--- src/rtl/mem_stage_pkg.sv ---
// mem_stage_pkg: bus widths and ld_op encodings shared by mem_stage and mem_ld_align
package mem_stage_pkg;
  localparam int ES_TO_MS_BUS_WD = 130;
  localparam int MS_TO_WS_BUS_WD = 124;
  localparam logic [2:0] LD_NONE = 3'd0;
  localparam logic [2:0] LD_LB   = 3'd1;
  localparam logic [2:0] LD_LBU  = 3'd2;
  localparam logic [2:0] LD_LH   = 3'd3;
  localparam logic [2:0] LD_LHU  = 3'd4;
  localparam logic [2:0] LD_LW   = 3'd5;
  localparam logic [2:0] LD_LWL  = 3'd6;
  localparam logic [2:0] LD_LWR  = 3'd7;
endpackage

--- src/rtl/mem_ld_align.sv ---
// mem_ld_align: (ld_op, addr_lo, rdata, gr_strb) -> (strb, result) load extract/align; lwl/lwr need MS_UNALIGNED_LD_EN, else act as lw
module mem_ld_align
  import mem_stage_pkg::*;
(
  input  logic [2:0]  ld_op,
  input  logic [1:0]  addr_lo,
  input  logic [31:0] rdata,
  input  logic [3:0]  gr_strb,
  output logic [3:0]  strb,
  output logic [31:0] result
);
  logic [31:0] shr, lwx;
  logic [15:0] half;
  logic [3:0]  lwx_strb;
  assign shr  = rdata >> {addr_lo, 3'b000};
  assign half = addr_lo[1] ? rdata[31:16] : rdata[15:0];
`ifdef MS_UNALIGNED_LD_EN
  assign lwx      = ld_op == LD_LWL ? rdata << {~addr_lo, 3'b000} : shr;
  assign lwx_strb = ld_op == LD_LWL ? 4'b1111 << ~addr_lo : 4'b1111 >> addr_lo;
`else
  assign lwx      = rdata;
  assign lwx_strb = 4'b1111;
`endif
  assign strb   = ld_op >= LD_LWL ? lwx_strb : gr_strb;
  assign result = ld_op == LD_LB  ? {{24{shr[7]}}, shr[7:0]} :
                  ld_op == LD_LBU ? {24'd0, shr[7:0]} :
                  ld_op == LD_LH  ? {{16{half[15]}}, half} :
                  ld_op == LD_LHU ? {16'd0, half} :
                  ld_op >= LD_LWL ? lwx : rdata;
endmodule

--- src/rtl/mem_stage.sv ---
// mem_stage: MIPS MEM stage (clk, reset, ES/WS handshakes, data_sram response, ws_flush discard counter, hazard outputs); MS_UNALIGNED_LD_EN enables lwl/lwr
module mem_stage
  import mem_stage_pkg::*;
(
  input  logic                       clk,
  input  logic                       reset,
  input  logic                       ws_allowin,
  output logic                       ms_allowin,
  input  logic                       es_to_ms_valid,
  input  logic [ES_TO_MS_BUS_WD-1:0] es_to_ms_bus,
  output logic                       ms_to_ws_valid,
  output logic [MS_TO_WS_BUS_WD-1:0] ms_to_ws_bus,
  input  logic                       data_sram_data_ok,
  input  logic [31:0]                data_sram_rdata,
  input  logic                       es_req_fire,
  input  logic                       ws_flush,
  output logic [4:0]                 ms_rf_dest,
  output logic                       ms_inst_mfc0_o,
  output logic                       ms_ex_o
);
  logic                       ms_valid, data_got, mem_req, resp_ok, ms_ready_go, is_load;
  logic [ES_TO_MS_BUS_WD-1:0] ms_bus;
  logic [31:0]                rdata_buf, ld_rdata, ld_result;
  logic [3:0]                 ld_strb;
  logic [1:0]                 discard_cnt, flush_inc;
  assign mem_req        = ms_bus[124];
  assign is_load        = ms_bus[129:127] != LD_NONE;
  assign resp_ok        = data_sram_data_ok && discard_cnt == 2'd0;
  assign ms_ready_go    = !mem_req || data_got || resp_ok;
  assign ms_allowin     = !ms_valid || (ms_ready_go && ws_allowin);
  assign ms_to_ws_valid = ms_valid && ms_ready_go && !ws_flush;
  assign ld_rdata       = data_got ? rdata_buf : data_sram_rdata;
  assign flush_inc      = ws_flush ? 2'(ms_valid && mem_req && !data_got && !resp_ok) + 2'(es_req_fire) : 2'd0;
  assign ms_rf_dest     = ms_valid ? ms_bus[68:64] : 5'd0;
  assign ms_inst_mfc0_o = ms_valid && ms_bus[74];
  assign ms_ex_o        = ms_valid && (ms_bus[78] || ms_bus[76]);
  assign ms_to_ws_bus   = {ms_bus[123:73], is_load ? ld_strb : ms_bus[72:69], ms_bus[68:64],
                           is_load ? ld_result : ms_bus[63:32], ms_bus[31:0]};
  mem_ld_align u_align (
    .ld_op   (ms_bus[129:127]),
    .addr_lo (ms_bus[126:125]),
    .rdata   (ld_rdata),
    .gr_strb (ms_bus[72:69]),
    .strb    (ld_strb),
    .result  (ld_result)
  );
  always_ff @(posedge clk) begin
    if (reset) begin
      ms_valid    <= 1'b0;
      data_got    <= 1'b0;
      discard_cnt <= 2'd0;
      ms_bus      <= '0;
      rdata_buf   <= 32'd0;
    end else begin
      ms_valid    <= ws_flush ? 1'b0 : ms_allowin ? es_to_ms_valid : ms_valid;
      data_got    <= (ws_flush || (ms_ready_go && ws_allowin)) ? 1'b0 :
                     (ms_valid && mem_req && resp_ok) ? 1'b1 : data_got;
      discard_cnt <= discard_cnt - 2'(data_sram_data_ok && discard_cnt != 2'd0) + flush_inc;
      if (ms_allowin && es_to_ms_valid && !ws_flush) ms_bus <= es_to_ms_bus;
      if (ms_valid && mem_req && !data_got && resp_ok) rdata_buf <= data_sram_rdata;
    end
  end
endmodule
--- config.mk ---
export PLATFORM = sky130hd
export DESIGN_NAME = mem_stage
export DESIGN_NICKNAME = d
export VERILOG_FILES = /design/src/rtl/mem_stage_pkg.sv /design/src/rtl/mem_ld_align.sv /design/src/rtl/mem_stage.sv
export SDC_FILE = /design/constraint.sdc
export NUM_CORES = 1
export LEC_CHECK = 0
export BUFFER_PORTS_ARGS = -buffer_cell sky130_fd_sc_hd__buf_4
export CORE_ASPECT_RATIO = 0.9
export CORE_UTILIZATION = 47
export DETAILED_ROUTE_END_ITERATION = 8
export GPL_ROUTABILITY_DRIVEN = 0
export PLACE_DENSITY = 0.85
export SYNTH_ARGS = -nofsm -noshare
export SYNTH_HDL_FRONTEND = slang
export SYNTH_SLANG_ARGS = --single-unit
--- constraint.sdc ---
create_clock -name clk -period 2.4 [get_ports clk]
set_input_delay 0.24 -clock clk [delete_from_list [all_inputs] [get_ports clk]]
set_output_delay 0.24 -clock clk [all_outputs]
set_load 0.01 [all_outputs]
==> flow_summary.json <==
{
  "status": "finished with violations",
  "violations": "setup timing",
  "final_area_sq_um": 12400,
  "placed_cell_area_sq_um": 11300,
  "setup_viol_count_final": 25,
  "syn_area_sq_um": 9440,
  "nets": 1401,
  "setup_slack_ns": -0.200,
  "tightest_slew_ns": 0.545,
  "wirelength_um": 26100,
  "synth_edf_count": 0,
  "drt-initial-drc-count": 563,
  "fin_util_pct": 63.7,
  "grt_max_degree": 95,
  "cts.clk_slew.worst_paths_ns": 0.07,
  "multiInputGateArea_sq_um": 5200,
  "ys_types": 43,
  "grt_pass1_wl_um": 38100,
  "yosysWarnings": 0,
  "p_sw_w": 0.00197,
  "vdd_drop_max_mv": 0.432,
  "max_cap_viol_count": 0,
  "dr.pass1.iters": 7,
  "syn_nets": 1195,
  "internal_power_w": 0.00512,
  "crit_type": "register to output pin",
  "p_clk_share_pct": 39.1,
  "clockRootBuffer": "clkbuf_16",
  "antenna_found_initial": 1,
  "dieArea_sq_um": 20700,
  "wl_per_cell_um": 17.5,
  "grt_pass1_vias": 7479,
  "cts_buffers": 17,
  "rows": 48,
  "avgSynthCellArea_sq_um": 9.23,
  "n_fill_cell": 1575,
  "dpl_worst_slack_ns": 0.0221,
  "finClkSkew_ns": 0.0103,
  "async_flop_share_pct": 0,
  "cts_buffer_depth": 2,
  "synth_top_flop_cell": "dfxtp_1",
  "regArea_sq_um": 3340,
  "drv_slew": 0,
  "power_density_nw_per_um2": 573,
  "synth_seq_cells": 166,
  "vias_per_cell": 5.29,
  "cts.sinks": 166,
  "die_h_um": 136,
  "leakage_nw": 5.29,
  "final_common_cell": "buf_4",
  "start_util_pct": 48.7,
  "cp_max_fo": 7,
  "rsz0062_at_grt": "true",
  "period_share_pct": 108,
  "grt_overflow": 0,
  "syn_to_final_growth_pct": 30.9,
  "drc": 0,
  "max_freq_mhz": 385,
  "p_sw_share_pct": 27.7,
  "h-tree-depth": 4,
  "ys_seq_area_share_pct": 35.2,
  "timing.final.hold_violations": 0,
  "relSlewSlack_pct": 63.7,
  "cp.arrival_ns": 2.36,
  "io_buffers": 301,
  "numPlacedInstances": 1439,
  "combPwrFrac_pct": 18.9,
  "die_width_um": 151,
  "final_cell_mix": "buf_4 (325), nand2b_1 (269), mux2i_1 (165)",
  "stdcell_count": 1493,
  "coreArea_sq_um": 19400,
  "place_hpwl_um": 18100,
  "clk_latency_ns": 0.43,
  "synthCells": 1023,
  "cp-end-kind": "output pin",
  "vias": 7898,
  "cp_data_required_time_ns": 2.16,
  "period_needed_ns": 2.60,
  "ant_nets": 0,
  "p_seq_share_pct": 42.0,
  "cts_tree": "done",
  "drive_gt1_share_pct": 35.0,
  "ios": 302,
  "grt_usage_pct": 23.8,
  "critPathLaunchType": "register",
  "hold_class": "input port to register"
}
## layer usage
layer | share of wire [%] | vias to the layer above | track usage, %
met1 | 39 | 3658 | 27.9
met2 | 48 | 405 | 39.0
met3 | 11 | 60 | 8.42
met5 | 0 | - | 0
li1 | - | 3775 | -
met4 | 2.4 | 0 | 10.6
## stage by stage
stage | TNS (ns) | power (W) | hold WS (ns)
finish | -4.00 | 0.00709 | 0.0722
global route | -6.04 | 0.00737 | 0.0622
CTS | -4.18 | 0.00710 | 0.0547
detailed placement | 0 | 0.00430 | 0.446
global placement | 0 | 0.00427 | 0.441
floorplan | 0 | 0.00379 | 0.319
## cell families (layout without fill, tap and decap cells)
kind of cell	after synthesis	count (layout)	synth area share, %
adder cells (fa/ha/maj)	3	3	0.398
AO/OA/AOI/OAI	113	113	8.02
other	0	1	0
multiplexers	191	191	22.2
AND/OR/NAND/NOR	375	375	22.8
flip-flops	166	166	35.2
buffers and inverters	171	390	11.1
XOR/XNOR	4	4	0.371
## state kept, by name, indices dropped and copies added (netlist names)
name,flops
ms_bus,130
rdata_buf,32
data_got,1
ms_valid,1
discard_cnt,2
## final cells by class
class	count	share of cell area, %
multi-input combinational	686	42.1
timing repair inverter	1	0.0607
timing repair buffer	352	23.3
clock inverter	15	1.32
inverter	5	0.213
antenna	1	0.0202
clock buffer	17	3.44
tap	250	2.53
sequential	166	27.0
## cell usage after synthesis, drive strengths merged, types with 4 or more instances
cell type,instances,share of area (%)
o31ai,4,0.32
mux2,9,1.1
dfxtp,166,35
nand2b,269,18
nor2,9,0.36
a211oi,5,0.40
clkbuf,51,2.0
o21ai,4,0.21
mux2i,170,18
a221o,14,1.5
nand4,5,0.33
a21oi,55,2.9
and2,8,0.53
a211o,14,1.3
inv,4,0.16
buf,115,8.9
mux4,12,3.1
nand2,71,2.8
## worst max-delay path, stage by stage (launching register included)
cell and delay, ns:
dfxtp_4 0.37, mux4_2 0.50, mux2_4 0.29, and3_4 0.18
buf_6 0.13, a2111o_1 0.33, buf_6 0.14
## final timing paths
path	from	to	slack, ns	cells past startpoint
max	ms_bus[125]	ms_to_ws_bus[40]	-0.20	6
min reg2reg	rdata_buf[5]	rdata_buf[5]	0.46	2
min	data_sram_rdata[23]	rdata_buf[23]	0.07	3
max reg2reg	discard_cnt[0]	discard_cnt[1]	0.11	12
## power groups by stage
stage	clock network, W	logic, W	registers (W)
after floorplan	0	0.000785	0.00300
after global placement	0	0.00124	0.00303
after detailed placement	0	0.00126	0.00304
after CTS	0.00283	0.00130	0.00297
after global routing	0.00293	0.00144	0.00299
final	0.00277	0.00134	0.00298
## timing repair
action / CTS / global route
endpoints found under the setup margin: 32 / 33
cloned: 2 / 3
gates resized for setup: 35 / 29
pin swaps: 1 / 6
hold endpoints to repair: 2 / 0
setup buffers: 5 / 11
hold buffers: 1 / 0
Note: power is estimated with default switching activity, not from simulation.
